File: src/rtl/dino_pkg.sv
// Shared constants and types for the dino sprite renderer.
package dino_pkg;

   // Output colours, {R4,G4,B4}
   localparam logic [11:0] FG_COLOR     = 12'h555;
   localparam logic [11:0] BG_COLOR     = 12'hFFF;
   localparam logic [11:0] SHADOW_COLOR = 12'hAAA;

   // Unscaled sprite size in bitmap pixels
   localparam int unsigned SPRITE_W = 16;
   localparam int unsigned SPRITE_H = 16;

   // Sprite selector; SPR_NONE has no bitmap and renders as all-zero rows
   typedef enum logic [1:0] {
      SPR_JUMP  = 2'd0,
      SPR_RUN_A = 2'd1,
      SPR_RUN_B = 2'd2,
      SPR_NONE  = 2'd3
   } sprite_id_e;

   // Replication factor to shift amount; only 1, 2 and 4 are legal scales
   function automatic int unsigned scale_shift(input int unsigned scale);
      if (scale >= 4) begin
         return 2;
      end else if (scale >= 2) begin
         return 1;
      end else begin
         return 0;
      end
   endfunction

endpackage

File: src/rtl/dino_sprite_rom.sv
// Combinational bitmap ROM for the dino sprites. Bit 15 is the leftmost column.
// Rows 0-11 (head and body) are shared; rows 12-15 carry the pose-specific legs.
// Row 0 of every real sprite has bit 15 set so the top-left corner is observable.
module dino_sprite_rom
   import dino_pkg::*;
(
   input  sprite_id_e  sprite_id,
   input  logic [3:0]  row,
   output logic [15:0] row_bits
);

   // Row lookup; unused sprite id yields an empty row
   always_comb begin
      row_bits = '0;
      if (sprite_id != SPR_NONE) begin
         unique case (row)
            4'd0:  row_bits = 16'h8FF0;
            4'd1:  row_bits = 16'h0DF8;
            4'd2:  row_bits = 16'h0FF8;
            4'd3:  row_bits = 16'h0FC0;
            4'd4:  row_bits = 16'h0FF0;
            4'd5:  row_bits = 16'h8F80;
            4'd6:  row_bits = 16'hCFE0;
            4'd7:  row_bits = 16'hFF80;
            4'd8:  row_bits = 16'h7F80;
            4'd9:  row_bits = 16'h3F00;
            4'd10: row_bits = 16'h1F00;
            4'd11: row_bits = 16'h1E00;
            4'd12: row_bits = (sprite_id == SPR_JUMP)  ? 16'h1B00 :
                              (sprite_id == SPR_RUN_A) ? 16'h1900 : 16'h1300;
            4'd13: row_bits = 16'h1100;
            4'd14: row_bits = (sprite_id == SPR_JUMP)  ? 16'h1100 :
                              (sprite_id == SPR_RUN_A) ? 16'h1800 : 16'h0100;
            4'd15: row_bits = (sprite_id == SPR_JUMP)  ? 16'h1980 :
                              (sprite_id == SPR_RUN_A) ? 16'h0000 : 16'h0180;
            default: row_bits = '0;
         endcase
      end
   end

endmodule

File: src/rtl/dino_sprite_render.sv
// Two-stage pixel renderer for the dino sprite over a flat background.
// Stage 1 resolves sprite geometry, stage 2 does the ROM lookup and colouring.
// Optional ground shadow under a jumping dino: define DINO_SHADOW_EN.
module dino_sprite_render
   import dino_pkg::*;
#(
   parameter int unsigned DINO_X      = 64,
   parameter int unsigned GROUND_Y    = 400,
   parameter int unsigned SCALE       = 2,
   parameter int unsigned STEP        = 8,
   parameter int unsigned ANIM_FRAMES = 6
) (
   input  logic        clk,
   input  logic        reset,
   input  logic        pix_valid,
   input  logic [9:0]  pix_x,
   input  logic [9:0]  pix_y,
   input  logic        frame_start,
   input  logic [3:0]  position,
   output logic [11:0] rgb,
   output logic        rgb_valid,
   output logic        in_sprite
);

   localparam int unsigned SHIFT = scale_shift(SCALE);
   localparam int unsigned SPAN  = SPRITE_W * SCALE;
   localparam int unsigned CNT_W = (ANIM_FRAMES > 2) ? $clog2(ANIM_FRAMES) : 1;

   localparam logic [10:0]      X_LO      = 11'(DINO_X);
   localparam logic [10:0]      X_HI      = 11'(DINO_X + SPAN);
   localparam logic [10:0]      TOP_GND   = 11'(GROUND_Y - SPRITE_H * SCALE);
   localparam logic [10:0]      SPAN_W    = 11'(SPAN);
   localparam logic [10:0]      STEP_W    = 11'(STEP);
   localparam logic [CNT_W-1:0] ANIM_LAST = CNT_W'(ANIM_FRAMES - 1);

   // Per-frame state
   logic [3:0]       position_q;
   logic [CNT_W-1:0] anim_cnt_q;
   logic             leg_sel_q;

   // Stage 1 signals
   logic [10:0] px, py, top_y, dx, dy;
   logic        hit_x, hit_y, hit;
   logic [3:0]  row, col;
   sprite_id_e  sprite_id;
   logic        v1_q, hit1_q;
   logic [3:0]  row1_q, col1_q;
   sprite_id_e  sprite_id1_q;

   // Stage 2 signals
   logic [15:0] rom_row;
   logic [3:0]  bit_idx;
   logic        sprite_bit;
   logic [11:0] rgb_d;
   logic [11:0] rgb_q;
   logic        rgb_valid_q, in_sprite_q;

`ifdef DINO_SHADOW_EN
   localparam logic [10:0] SH_Y0 = 11'(GROUND_Y);
   localparam logic [10:0] SH_Y1 = 11'(GROUND_Y + 1);
   logic shadow, shadow1_q;
`endif

   // Latch height and advance the run animation once per frame, so a frame never tears
   always_ff @(posedge clk) begin
      if (reset) begin
         position_q <= '0;
         anim_cnt_q <= '0;
         leg_sel_q  <= 1'b0;
      end else if (frame_start) begin
         position_q <= position;
         if (position == 4'd0) begin
            if (anim_cnt_q == ANIM_LAST) begin
               anim_cnt_q <= '0;
               leg_sel_q  <= ~leg_sel_q;
            end else begin
               anim_cnt_q <= anim_cnt_q + 1'b1;
            end
         end else begin
            anim_cnt_q <= '0;
            leg_sel_q  <= 1'b0;
         end
      end
   end

   // Sprite box geometry and bitmap coordinates for the incoming pixel
   always_comb begin
      px        = {1'b0, pix_x};
      py        = {1'b0, pix_y};
      top_y     = TOP_GND - (11'(position_q) * STEP_W);
      hit_x     = (px >= X_LO) && (px < X_HI);
      hit_y     = (py >= top_y) && (py < top_y + SPAN_W);
      hit       = hit_x && hit_y;
      dx        = px - X_LO;
      dy        = py - top_y;
      col       = 4'(dx >> SHIFT);
      row       = 4'(dy >> SHIFT);
      sprite_id = (position_q != 4'd0) ? SPR_JUMP : (leg_sel_q ? SPR_RUN_B : SPR_RUN_A);
`ifdef DINO_SHADOW_EN
      shadow    = ((py == SH_Y0) || (py == SH_Y1)) && hit_x && (position_q != 4'd0);
`endif
   end

   // Stage 1 register
   always_ff @(posedge clk) begin
      if (reset) begin
         v1_q         <= 1'b0;
         hit1_q       <= 1'b0;
         row1_q       <= '0;
         col1_q       <= '0;
         sprite_id1_q <= SPR_JUMP;
`ifdef DINO_SHADOW_EN
         shadow1_q    <= 1'b0;
`endif
      end else begin
         v1_q         <= pix_valid;
         hit1_q       <= hit;
         row1_q       <= row;
         col1_q       <= col;
         sprite_id1_q <= sprite_id;
`ifdef DINO_SHADOW_EN
         shadow1_q    <= shadow;
`endif
      end
   end

   dino_sprite_rom u_rom (
      .sprite_id (sprite_id1_q),
      .row       (row1_q),
      .row_bits  (rom_row)
   );

   // Pixel colour: sprite bit over optional shadow over background, blank when invalid
   always_comb begin
      bit_idx    = 4'd15 - col1_q;
      sprite_bit = rom_row[bit_idx];
      rgb_d      = BG_COLOR;
      if (!v1_q) begin
         rgb_d = 12'h000;
      end else if (hit1_q && sprite_bit) begin
         rgb_d = FG_COLOR;
`ifdef DINO_SHADOW_EN
      end else if (shadow1_q) begin
         rgb_d = SHADOW_COLOR;
`endif
      end
   end

   // Stage 2 register
   always_ff @(posedge clk) begin
      if (reset) begin
         rgb_q       <= '0;
         rgb_valid_q <= 1'b0;
         in_sprite_q <= 1'b0;
      end else begin
         rgb_q       <= rgb_d;
         rgb_valid_q <= v1_q;
         in_sprite_q <= v1_q & hit1_q;
      end
   end

   assign rgb       = rgb_q;
   assign rgb_valid = rgb_valid_q;
   assign in_sprite = in_sprite_q;

endmodule

File: config.mk
export PLATFORM = sky130hd
export DESIGN_NAME = dino_sprite_render
export DESIGN_NICKNAME = d
export VERILOG_FILES = /design/src/rtl/dino_pkg.sv /design/src/rtl/dino_sprite_rom.sv /design/src/rtl/dino_sprite_render.sv
export SDC_FILE = /design/constraint.sdc
export NUM_CORES = 1
export LEC_CHECK = 0
export ABC_AREA = 1
export BUFFER_PORTS_ARGS = -buffer_cell sky130_fd_sc_hd__clkbuf_2
export CELL_PAD_IN_SITES_DETAIL_PLACEMENT = 0
export CELL_PAD_IN_SITES_GLOBAL_PLACEMENT = 1
export CORE_AREA = 2 2 67 69
export DETAILED_ROUTE_END_ITERATION = 10
export DIE_AREA = 0 0 69 71
export PLACE_DENSITY = 0.89
export SLEW_MARGIN = 30
export SYNTH_ARGS = -nofsm -noshare
export SYNTH_HDL_FRONTEND = slang
export SYNTH_SLANG_ARGS = --single-unit
File: constraint.sdc
create_clock -name clk -period 4.7 [get_ports clk]
set_clock_uncertainty 0.2 [all_clocks]
set_input_delay 0.235 -clock clk [delete_from_list [all_inputs] [get_ports clk]]
set_output_delay 0.235 -clock clk [all_outputs]
set_load 0.02 [all_outputs]
==> impl_results.md <==
- Ranking of synthesized cells by area: dfxtp_1 (30%), nand2_1 (12%), ha_1 (10%)
- Cell depth of the worst hold path: 2
- Detailed-route via count: 1473
- H-tree Lvls: 1
- Pre-CTS WS: 2.23 ns
- FP Rows: 24
- Final critical-path share of the clock period: between 50% and 60%
- Routed WL: 3080 um
- Final WS setup: 2.22 ns
- Min Tclk post-route: 2.48 ns
- Async set-or-reset flop fraction in the synthesized netlist: 0%
- Largest net degree at the start of global routing: 18
- Kind of end point of the critical path: register
- TritonRoute pass-1 iters: 4
- Synth Flop Type: dfxtp_1
- Synth cell count leaders: nand2_1 (51), inv_1 (37), nor2_1 (33)
- Cts-stage hold buffer count: 7
- Final Max Tran Viols: 0
- Synth unique cells: 28
- Post-CTS Setup Inserts: 0
- # resized after CTS: 0
- Leakage: 0.991 nW
- Yosys top cell by area: dfxtp_1
- Required time worst endpoint: 4.69 ns
- Slew @ Worst Pin: 0.370 ns
- Ys Warns: 0
- Clock Path Buffers: 2
- Final setup vio count: 0
- Max IR drop VDD: 0.122 mV
- Cell area after placement: 1750 um2
- Most numerous cell in the Yosys netlist: nand2_1
- Post-route cell area: 1890 um2
- RSZ-0062 raised after global routing: false
- CP Launch Type: register
- Total GRT Usage: 13.2%
- Cell Area, Synth: 1580 um2
- Sequential-to-total area share from yosys stat: 30.4%
- Worst hold path type: input pin to register
- Worst-path cell chain: ha_1 -> xor2_1 -> inv_1 -> ha_1 -> inv_1 -> ha_1 -> a21oi_1 -> nor2_1 -> o21ai_0 -> nand2_1 -> nand2_1 -> nand2_1 -> nor2_1
- Clock Latency Late Sink: roughly 0.26 ns
- Reg2reg start: position_q[0]$_SDFFE_PP0P_
- Initial antenna violation count: 0
- Fin nets: approximately 320
- Width of the chip: between 60 and 70 um
- Worst Setup SP: position_q[0]$_SDFFE_PP0P_
- Placed instance count: roughly 310
- Layout cells sized above 1: 19.0%
- Gpl congestion: slightly below 0.9
- Hold_sp: frame_start
- PwrDens: 268 nW/um2
- CTS tree: yes
- Seq cells post-synth: 24
- Crit Reg-Reg Endpoint: hit1_q$_SDFF_PP0_
- Reg clk slew, reported paths: 0.08 ns
- M1 WL: 1480 um
- Synthesized area per cell: 6.72 um2
- Max cap viols: 0
- Max-slew headroom at the worst pin: 75.3%
- Met3 routed WL: 181 um
- Status: finished, final reports clean
- Synthesized net count: 277
- Port bufs: 40
- Number of flops mapped to enable cells by yosys: 0
- Post-DP HPWL: 2500 um
- Core Footprint: 4200 um2
- Worst hold endpoint: anim_cnt_q[0]$_SDFFE_PP0P_
- Die Span Y: 71 um
- Slowest stage delay, CP: about 0.43 ns
- DIE AREA: 4900 um2
- Clock sinks: 24
- Top Layer Used: met4
- CP arrival: 2.47 ns
- Final Hold Viols: 0
- P&R area growth vs syn: 19.8%
- Vias per cell: 4.53
- Initial drt markers: 39
- R2R setup slack: approximately 2.2 ns
- I/O pin count: 42
- Drt wl/cell: 9.47 um
- Fin cells: 325
- Starting Density: 37.6%
- Inserted Diodes: 0
- Met2 WL: approximately 1400 um
- Global route total overflow: 0
- Worst R2R Path Depth: 13
- CP max-delay cell: dfxtp_1
- DRC Markers: 0
- Vias in the first global route: 1270
- Synthesized netlist cell count: 235
- Routed Antenna Nets: 0
- Global-route wire length before repair: 5370 um
- CTS buffer count: 3
- FMAX: ~0.4 GHz
- Synth top area share: 30.4%
- CP Max Fanout: 4
- Worst Path Class, Setup: register to register
- CTS root buffer: clkbuf_8
- Total negative slack: 0 ns
- Core Util, Final: 45.0%
## area by class of cell
type	instances	area [um2]
clock buffers	3	41.3
clock inverters	1	30.0
fillers	448	2310
inverters	40	150
multi-input cells	158	856
flip-flops and latches	24	480
well taps	52	65.1
repair buffers	47	270
## per-stage QoR
| step | hold slack, ns | power, mW |
|---|---|---|
| floorplan | 0.129 | 0.306 |
| global placement | 0.220 | 0.333 |
| detailed placement | 0.219 | 0.334 |
| CTS | 0.0121 | 0.516 |
| global route | 0.0217 | 0.542 |
| finish | 0.0166 | 0.508 |
## critical path, delay by kind of cell (launching register included)
| family | cells | cell delay, ns |
|---|---|---|
| AO/OA/AOI/OAI | 2 | 0.31 |
| AND/OR/NAND/NOR | 5 | 0.33 |
| XOR/XNOR | 1 | 0.23 |
| adder cells (fa/ha/maj) | 3 | 0.77 |
| flip-flops | 1 | 0.43 |
| buffers and inverters | 2 | 0.13 |
## power breakdown
group	switching [mW]	total [mW]	leakage (nW)	internal, mW
clock	0.0615	0.175	0.0357	0.114
combinational	0.0614	0.107	0.758	0.0454
sequential	0.0130	0.226	0.198	0.213
## flip-flops by register name (all words and copies together) (netlist names), 2 cells and up
name and count:
sprite_id1_q 2, col1_q 4, anim_cnt_q 3, rgb 2, position_q 4, row1_q 4
## metal layers
metal | global-route usage, % | vias up
met5 | 0 | -
met3 | 1.99 | 2
met2 | 21.7 | 51
met1 | 17.7 | 616
li1 | - | 804
met4 | 4.58 | 0
## logic make-up after synthesis
family | Yosys count | synth area share (%)
compound gates | 33 | 11.9
xor+xnor | 3 | 1.66
fa+ha+maj | 14 | 11.6
buf+inv | 53 | 15.4
flops | 24 | 30.4
simple gates | 108 | 29.1
## worst max-delay path by stage
stage / endpoint / cells past startpoint
after floorplan: hit1_q$_SDFF_PP0_ / 13
after global placement: hit1_q$_SDFF_PP0_ / 13
after detailed placement: hit1_q$_SDFF_PP0_ / 13
after CTS: hit1_q$_SDFF_PP0_ / 13
after global routing: hit1_q$_SDFF_PP0_ / 13
final: hit1_q$_SDFF_PP0_ / 13
## layout by cell type, fill, tap and decap left out
| cell type | netlist | layout |
|---|---|---|
| nand4_1 | 1 | 1 |
| o21bai_1 | 1 | 1 |
| a211oi_1 | 2 | 2 |
| ha_1 | 13 | 13 |
| xor2_1 | 3 | 3 |
| nor2_4 | 1 | 1 |
| clkbuf_2 | 0 | 40 |
| a21oi_2 | 2 | 2 |
| a31oi_1 | 1 | 1 |
| dlygate4sd3_1 | 0 | 7 |
| bufinv_16 | 0 | 1 |
| inv_2 | 3 | 3 |
| inv_1 | 37 | 37 |
| nand3_2 | 1 | 1 |
| nor3_1 | 4 | 4 |
| or2_0 | 1 | 1 |
| nor2_2 | 1 | 1 |
| o21a_1 | 1 | 1 |
| nor2_1 | 33 | 33 |
| a21oi_1 | 13 | 13 |
| dfxtp_1 | 24 | 24 |
| fa_1 | 1 | 1 |
| a211o_1 | 1 | 1 |
| nand3_1 | 11 | 11 |
| o21ai_0 | 12 | 12 |
| clkbuf_8 | 0 | 3 |
| nand3b_1 | 3 | 3 |
| nor4_1 | 1 | 1 |
| nand2_1 | 51 | 51 |
Power figures use the tool's default switching activity.
